<file path="src/rtl/prf_freelist.sv">
// Physical register free list: circular buffer with speculative/architectural heads and a tail.
// Allocation is zero-latency and compacted; flush rewinds the speculative head to the committed one.
module prf_freelist #(
  parameter int AW        = 6,
  parameter int NUM_ARCH  = 32,
  parameter int NUM_ALLOC = 2,
  parameter int NUM_FREE  = 2
) (
  input  logic                    clk_i,
  input  logic                    rst_ni,
  input  logic [NUM_ALLOC-1:0]    alloc_req_i,
  output logic                    alloc_ready_o,
  output logic [AW*NUM_ALLOC-1:0] alloc_prd_o,
  input  logic [NUM_FREE-1:0]     free_we_i,
  input  logic [AW*NUM_FREE-1:0]  free_prd_i,
  input  logic [NUM_FREE-1:0]     commit_alloc_i,
  input  logic                    flush_i,
  output logic [AW:0]             free_cnt_o
);

  localparam int DEPTH = 1 << AW;
  localparam logic [AW:0] ALLOC_MIN = (AW+1)'(NUM_ALLOC);

  typedef logic [AW-1:0] ptr_t;

  ptr_t buf_q [DEPTH];
  ptr_t spec_head_q, spec_head_d;
  ptr_t arch_head_q, arch_head_d;
  ptr_t tail_q,      tail_d;

  ptr_t n_alloc;
  ptr_t n_commit;
  ptr_t n_free;
  ptr_t free_pos [NUM_FREE];
  logic alloc_fire;

  // The buffer never fills, so the pointer difference is the exact free count.
  assign free_cnt_o    = {1'b0, ptr_t'(tail_q - spec_head_q)};
  assign alloc_ready_o = (free_cnt_o >= ALLOC_MIN) && !flush_i;
  assign alloc_fire    = alloc_ready_o && (|alloc_req_i);

  // NOTE: blocking '=' is correct inside always_comb; the running count must be
  // visible to the next loop iteration within the same evaluation.
  always_comb begin
    n_alloc     = '0;
    alloc_prd_o = '0;
    for (int i = 0; i < NUM_ALLOC; i++) begin
      alloc_prd_o[i*AW +: AW] = buf_q[ptr_t'(spec_head_q + n_alloc)];
      if (alloc_req_i[i]) n_alloc = n_alloc + ptr_t'(1);
    end
  end

  always_comb begin
    n_free = '0;
    for (int j = 0; j < NUM_FREE; j++) begin
      free_pos[j] = ptr_t'(tail_q + n_free);
      if (free_we_i[j]) n_free = n_free + ptr_t'(1);
    end
  end

  always_comb begin
    n_commit = '0;
    for (int j = 0; j < NUM_FREE; j++) begin
      if (commit_alloc_i[j]) n_commit = n_commit + ptr_t'(1);
    end
  end

  // NOTE: every next-state signal gets its default first so no path leaves it
  // unassigned, which would otherwise infer a latch.
  always_comb begin
    arch_head_d = ptr_t'(arch_head_q + n_commit);
    tail_d      = ptr_t'(tail_q + n_free);
    spec_head_d = spec_head_q;
    if (flush_i) begin
      spec_head_d = arch_head_d;
    end else if (alloc_fire) begin
      spec_head_d = ptr_t'(spec_head_q + n_alloc);
    end
  end

  always_ff @(posedge clk_i or negedge rst_ni) begin
    if (!rst_ni) begin
      spec_head_q <= '0;
      arch_head_q <= '0;
      tail_q      <= ptr_t'(DEPTH - NUM_ARCH);
    end else begin
      spec_head_q <= spec_head_d;
      arch_head_q <= arch_head_d;
      tail_q      <= tail_d;
    end
  end

  // NOTE: this memory is reset on purpose -- the initial free registers live in
  // it, so it cannot be left to power-up contents like an ordinary RAM.
  always_ff @(posedge clk_i or negedge rst_ni) begin
    if (!rst_ni) begin
      for (int k = 0; k < DEPTH; k++) begin
        buf_q[k] <= (k < DEPTH - NUM_ARCH) ? ptr_t'(NUM_ARCH + k) : '0;
      end
    end else begin
      for (int j = 0; j < NUM_FREE; j++) begin
        if (free_we_i[j]) buf_q[free_pos[j]] <= free_prd_i[j*AW +: AW];
      end
    end
  end

endmodule
</file>
<file path="config.mk">
export PLATFORM = sky130hd
export DESIGN_NAME = prf_freelist
export DESIGN_NICKNAME = d
export VERILOG_FILES = /design/src/rtl/prf_freelist.sv
export SDC_FILE = /design/constraint.sdc
export NUM_CORES = 1
export LEC_CHECK = 0
export CAP_MARGIN = 20
export CORE_MARGIN = 3
export CORE_UTILIZATION = 50
export DETAILED_ROUTE_END_ITERATION = 16
export GPL_TIMING_DRIVEN = 0
export PLACE_DENSITY = 0.67
export SETUP_SLACK_MARGIN = 0.5
export SLEW_MARGIN = 40
export SYNTH_ARGS = -nofsm -noshare
export SYNTH_HDL_FRONTEND = slang
export SYNTH_SLANG_ARGS = --single-unit
</file>
<file path="constraint.sdc">
create_clock -name clk_i -period 3.3 [get_ports clk_i]
set_input_delay 0.495 -clock clk_i [delete_from_list [all_inputs] [get_ports clk_i]]
set_output_delay 0.495 -clock clk_i [all_outputs]
set_load 0.01 [all_outputs]
</file>
==> key figures, run 1 <==
Power and ir drop
  • Pint: a little over 0.02 W
  • Peak supply drop: between 0.0005 and 0.0006 V
  • Total power: approximately 0.036 W
  • NetSw: 0.01540 W
  • Comb pwr share: between 50 and 60%
  • Leak pwr: approximately 13 nW
  • Clock group share of total power: roughly 16%
  • Net switching fraction of the power: between 40% and 50%
  • Flop pwr share: between 20% and 30%
  • Power density over cell area: approximately 1100 nW/um^2

Timing
  • Rel. slew slack: between 30% and 40%
  • Max Fclk: roughly 0.24 GHz
  • Post-Route Setup TNS: -8992 ps
  • Period utilization: 124.2%
  • Max-slew violations: 0
  • Unrepaired setup endpoints after global routing: yes
  • Final Hold Vio Count: 0
  • Worst-Margin Slew: about 1000 ps
  • Clock skew: between 20 and 25 ps
  • Final Setup Violations: 15
  • Final Worst Setup Slack: -798.6 ps
  • Final min period: ~4100 ps

CTS
  • H-Tree Level Count: 2
  • Clock latency on the worst-skew pair: just over 600 ps
  • Clk buf depth: 3
  • Reg clk slew, reported paths: roughly 60 ps
  • CTS tree: built
  • Clock Sinks: 402
  • Total CTS buffers: 48
  • CTS root buffer: clkbuf_16

Synthesis
  • Syn Nets: approximately 2500
  • FF+latch count, synth: 402
  • Number of synthesized flops with an enable pin: 0
  • Ys flop type: dfrtp_1
  • Cells after synthesis: 2465
  • Synth area leader: dfrtp_1
  • Yosys Warn Count: 0
  • Netlist cell types: 57
  • Post-synth top cells: 369 x nand2_1, 351 x mux2i_1, 289 x dfrtp_1
  • Ys async rst share: 100.0%
  • Netlist Area Pre-Place: approximately 26000 sq um
  • Seq/Total Area, Yosys: about two fifths
  • Most frequent cell after synthesis: nand2_1
  • Avg Cell Area, Syn: 10.66 sq um
  • Yosys top cell area share: between 20% and 30%
  • Synth area leaders: dfrtp_1 28%, mux4_2 19%, mux2i_1 13%

Floorplan
  • Chip width: about 240 microns
  • Top-level I/O count: 41
  • DIE AREA: between 50000 and 60000 sq um
  • Initial Utilization: between 50% and 60%
  • Core area: between 50000 and 60000 sq um
  • Site Rows: 83
  • Die height: ~240 microns

Drt
  • Pre-antenna DRT Iters: 6
  • Vias post-DR: 23330
  • Avg WL per Cell: roughly 33 microns
  • Post-route ant nets: 0
  • Via-per-instance ratio: just under 7
  • Residual DRC count: 0
  • DR iter-0 viols: about 3500
  • Final WL: 110700 microns

Place
  • # port buffers: 27
  • GP Congestion: between 1 and 1.5
  • Post-DP HPWL: a little under 80000 microns

Status
  • Status: finished with violations
  • Failing checks: setup timing

GRT
  • GR Util All Layers: between 30% and 40%
  • First-pass GRT wire length: 158100 microns
  • Initial antenna violation count: 5
  • Gr ovfl total: 0
  • Number of global-route vias before repair: between 20000 and 25000
  • Largest net degree at the start of global routing: between 70 and 80

Critical path
  • Req. time, crit path: roughly 2800 ps
  • Worst reg2reg setup slack: -40 ps
  • CP startpoint kind: register
  • Largest fanout on the critical path: 7
  • Setup crit end kind: primary output
  • Arrival time worst endpoint: between 3000 and 4000 ps
  • CP Class: register to primary output

Min path
  • Hold/Removal Path Class: input pin to asynchronous set/reset pin

Final layout
  • Fin util: 61.06%
  • Layout Nets: around 2700
  • Area Growth Syn to Fin: 19.97%
  • Layout cells sized above 1: between 30% and 40%

Flow run
  • Max Cap Violations: 0
[layout make-up]
class	count	area (sq um)
fillers	4153	20100
multi-input cells	1800	15550
flip-flops and latches	402	10210
plain buffers	240	1664
repair buffers	128	1489
clock buffers	75	1454
well taps	680	850.8
clock inverters	13	181.4
inverters	23	107.6
diodes	3	7.507
[worst paths after layout]
check	startpoint	end	depth (start not counted)
setup reg to reg	spec_head_q[1]	spec_head_q[5]	20
hold / removal	rst_ni	buf_q[285]	2
setup / recovery	spec_head_q[0]	alloc_prd_o[6]	10
max in group asynchronous	rst_ni	buf_q[4]	4
min in group clk_i	free_prd_i[8]	buf_q[2]	3
hold reg to reg	arch_head_q[4]	arch_head_q[4]	1
[placed cells by master (no fill, tap or decap), types with 54 or more instances in the layout]
master / Yosys / routed
clkbuf_16: 0 / 54
mux4_2: 225 / 231
buf_2: 64 / 71
dfstp_2: 113 / 113
nand2_1: 369 / 356
mux2i_1: 351 / 350
buf_4: 8 / 64
clkbuf_1: 131 / 93
nor2_1: 184 / 160
dfrtp_1: 289 / 284
o21ai_0: 275 / 271
a21oi_1: 129 / 128
[flip-flops by register name, indices dropped and copies added (netlist names)]
signal,flops
arch_head_q,6
tail_q,6
spec_head_q,6
buf_q,384
[timing repair]
item                       in CTS  in global routing
gates resized for setup       302                 65
gates cloned                    7                  0
setup endpoints to repair     390                294
buffers inserted               72                 10
pin swaps                      42                 20
hold buffers                    1                  0
hold endpoints to repair       11                  0
[worst max-delay path: stages (launching register included)]
cell       delay, ps
dfrtp_2          460
ha_4             330
clkbuf_16        180
buf_12           170
buf_6            110
buf_8            120
mux4_2           540
mux4_2           540
a22oi_2          260
nand2_2          140
buf_6            150
[per-stage QoR]
| step | instances | instance area (sq um) | worst slack [ps] | hold slack [ps] |
|---|---|---|---|---|
| floorplan | 2465 | 26530 | 449.6 | 199.4 |
| global placement | 3172 | 27660 | -16200 | 484.8 |
| detailed placement | 3183 | 27940 | -1508 | 386.2 |
| CTS | 3351 | 31200 | -737.1 | 349.6 |
| global route | 3361 | 31510 | -764.7 | 381.7 |
| finish | 3364 | 31510 | -798.6 | 343.3 |
[power by group through the flow]
stage | sequential, W | combinational (W) | clock (W)
after floorplan | 0.00845 | 0.0113 | 0
final | 0.00934 | 0.0212 | 0.00562
after CTS | 0.00920 | 0.0200 | 0.00561
after global routing | 0.00952 | 0.0216 | 0.00582
after detailed placement | 0.00924 | 0.0172 | 0
after global placement | 0.00912 | 0.0168 | 0
[metal layers]
| metal | GRT usage (%) | up-vias | share of wire (%) |
|---|---|---|---|
| li1 | - | 9367 | - |
| met1 | 51.42 | 11650 | 36 |
| met2 | 57.82 | 1771 | 43 |
| met3 | 8.939 | 533 | 12 |
| met4 | 28.56 | 2 | 9.3 |
| met5 | 0 | - | 0.018 |
[logic make-up (layout without fill, tap and decap cells)]
group                      Yosys count  after routing  synth area share (%)
xor gates and xnor gates            22             22                0.7335
adders and majority gates           23             23                 1.210
buffers and inverters              263            479                 4.453
other                                1              4               0.01428
and+or+nand+nor                    668            668                 10.58
DFF                                402            402                 38.83
AOI/OAI and AO/OA                  490            490                 10.25
muxes                              596            596                 33.92
Note: power is estimated with default switching activity, not from simulation.
==> run 2, diff against run 1 <==
--- a/config.mk
+++ b/config.mk
@@ -10,7 +10,7 @@
 export CORE_UTILIZATION = 50
 export DETAILED_ROUTE_END_ITERATION = 16
 export GPL_TIMING_DRIVEN = 0
-export PLACE_DENSITY = 0.67
+export PLACE_DENSITY = 0.65
 export SETUP_SLACK_MARGIN = 0.5
 export SLEW_MARGIN = 40
 export SYNTH_ARGS = -nofsm -noshare
==> run 2 against run 1 <==
Final cell count rose by 0.77%. Sequential share of layout area fell by 0.32 points. Via count is 0.54% lower. Largest power group unchanged. Combinational power rose by 4%. Critical endpoint is now alloc_prd_o[8]. The run still ends with setup timing left. First-iteration DRC count is 1.9% lower.
==> key figures, run 2 (synthesized netlist as in run 1, its figures left out) <==
Critical path
  • CP startpoint kind: register
  • Crit-path cells: ha_4 > clkbuf_16 > buf_16 > buf_12 > buf_16 > mux4_2 > mux4_2 > a22oi_2 > nand2_2 > buf_6
  • Req. time, crit path: 2800 ps (about the same)
  • Arrival time worst endpoint: 3560 ps (-40 ps)
  • WP buf/inv: 5 (unchanged)
  • Largest fanout on the critical path: 7 (unchanged)
  • Setup crit end kind: primary output
  • Max incr delay on CP: 550 ps (about the same)
  • Delay-heaviest family, CP: multiplexers
  • Crit path max-delay cell type: mux4_2
  • R2r worst-path depth: 17 (-15%)
  • RR Endpoint: spec_head_q[5]
  • Worst reg2reg startpoint: spec_head_q[1]
  • Worst reg2reg setup slack: 190 ps (+230 ps)
  • CP Class: register to primary output

Drt
  • Pre-antenna DRT Iters: 7 (+1)
  • Residual DRC count: 0 (unchanged)
  • Avg WL per Cell: 32.92 microns (about the same)
  • WL met2: 46990 microns (-0.63%)
  • Routed wl met3: 15570 microns (+19%)
  • Top sig layer: met4
  • M1 WL: 42340 microns (+5.6%)
  • Via-per-instance ratio: 6.843 (-1.3%)
  • DR iter-0 viols: 3454 (-1.9%)
  • Vias post-DR: 23200 (-0.54%)
  • Post-route ant nets: 0 (unchanged)
  • Final WL: 111600 microns (+0.77%)

Timing
  • Final min period: 4057 ps (-41.41 ps)
  • Period utilization: 122.9% (-1.3 points)
  • Rel. slew slack: 35.54% (+3.7 points)
  • Unrepaired setup endpoints after global routing: yes
  • Max Fclk: 0.2465 GHz (+1.0%)
  • Clock skew: 23.60 ps (-0.03060 ps)
  • Worst-Margin Slew: 966.9 ps (-55.11 ps)
  • Final Hold Vio Count: 0 (unchanged)
  • Final Setup Violations: 14 (-1)
  • Max-slew violations: 0 (unchanged)
  • Final Worst Setup Slack: -757.1 ps (+41.41 ps)

Place
  • Post-DP HPWL: 80300 microns (+2.9%)
  • Placed instance area: 27970 sq um (+0.11%)
  • GP Congestion: 1.038 (-2.9%)
  • Placed Cells: 3186 (+0.094%)
  • # port buffers: 27 (unchanged)

CTS
  • Total CTS buffers: 49 (+2.1%)
  • CTS root buffer: clkbuf_16
  • Clock latency on the worst-skew pair: 610 ps (about the same)
  • Clk buf depth: 3 (unchanged)
  • CTS tree: built
  • Reg clk slew, reported paths: 60 ps (about the same)
  • H-Tree Level Count: 2 (unchanged)
  • Clock Sinks: 402 (unchanged)

GRT
  • Gr ovfl total: 0 (unchanged)
  • First-pass GRT wire length: 158000 microns (about the same)
  • Largest net degree at the start of global routing: 75 (unchanged)
  • GR Util All Layers: 39.55% (+0.23 points)
  • Number of global-route vias before repair: 22110 (-1.5%)
  • Initial antenna violation count: 4 (-1)

Final layout
  • Design area: 31830 sq um (+1.0%)
  • Layout cells sized above 1: 31.87% (+0.95 points)
  • Layout Nets: 2712 (+0.93%)
  • Commonest non-fill, non-tap cell in the layout: nand2_1
  • Area Growth Syn to Fin: 21.17%
  • Non-filler cells, final: 3390 (+0.77%)
  • Fin util: 61.67% (+0.61 points)
  • Most frequent cells in the layout: 352 x nand2_1, 350 x mux2i_1, 283 x dfrtp_1
  • Max reg flops: 384 (unchanged)
  • Largest Register: buf_q

Floorplan
  • Site Rows: 83 (unchanged)
  • Die height: 235.2 microns (unchanged)
  • Core area: 51610 sq um (unchanged)
  • Chip width: 235.2 microns (unchanged)
  • DIE AREA: 55320 sq um (unchanged)
  • Initial Utilization: 50.90% (unchanged)
  • Top-level I/O count: 41 (unchanged)

Power and ir drop
  • Leak pwr: 13.62 nW (+1.2%)
  • Power density over cell area: 1155 nW/um^2 (+0.64%)
  • Total power: 0.03676 W (+1.6%)
  • Peak supply drop: 0.0005286 V (+1.6%)

Status
  • Failing checks: setup timing
  • Status: finished with violations

Flow run
  • Max Cap Violations: 0 (unchanged)

Min path
  • Hold/Removal Path Class: input pin to asynchronous set/reset pin
-- run 2: cell types whose count changed in the layout (fill, tap and decap cells not counted), moves of 3 or more --
cell       previous run  this run
buf_2                71        58
clkbuf_8             19        14
clkbuf_1             93        88
clkbuf_2             34        37
clkinv_2              4         9
buf_8                 5         2
buf_4                64        89
nand2_2              11        15
nand2_1             356       352
clkbuf_4              3         6
buf_6                35        41
clkbuf_16            54        57
nor3_2                9         6
-- run 2: what timing repair did --
| action | 4_1_cts | 5_1_grt |
|---|---|---|
| setup buffers | 75 | 27 |
| gates resized for setup | 290 | 101 |
| gates cloned | 7 | 1 |
| hold buffers | 1 | 0 |
| pin swaps | 48 | 26 |
| endpoints found under the hold margin | 25 | 0 |
| endpoints found under the setup margin | 395 | 323 |
-- run 2: per-stage QoR --
step                      worst slack, ps  hold WS, ps  TNS [ps]
after floorplan                     449.6        199.4         0
after global placement             -16240        494.8  -6173650
after detailed placement            -1375        419.4   -192500
after CTS                          -708.8        367.2     -7865
after global routing               -737.0        381.1     -8343
final                              -757.1        376.0     -8216
-- run 2: how the worst max path moves through the flow --
stage                     slack, ps  cells after the start               to           start
after floorplan                 450                      8  alloc_prd_o[10]  alloc_req_i[0]
after global placement       -16240                      1       buf_q[301]          rst_ni
after detailed placement      -1370                     10  alloc_prd_o[11]  alloc_req_i[0]
after CTS                      -710                      9  alloc_prd_o[11]  spec_head_q[0]
after global routing           -740                     10   alloc_prd_o[7]  spec_head_q[0]
final                          -760                     10   alloc_prd_o[8]  spec_head_q[0]
-- run 2: layer usage --
metal,track usage [%],vias to the layer above
li1,-,9427
met1,54.82,11660
met2,55.83,1739
met3,12.93,371
met4,20.11,0
met5,0,-
-- run 2: cell type report --
class	count	area, sq um
antenna	5	12.51
buffer	240	1728
clock buffer	72	1444
clock inverter	16	155.1
fill	4126	19780
inverter	23	107.6
multi-input combinational	1800	15570
sequential	402	10210
tap	680	850.8
timing repair buffer	152	1750
-- run 2: report_power, final --
part / total (W) / internal, W / switching, W
sequential: 0.00930 / 0.00743 / 0.00187
clock: 0.00550 / 0.00319 / 0.00231
combinational: 0.0220 / 0.0104 / 0.0116
total: 0.0368 / 0.0210 / 0.0158
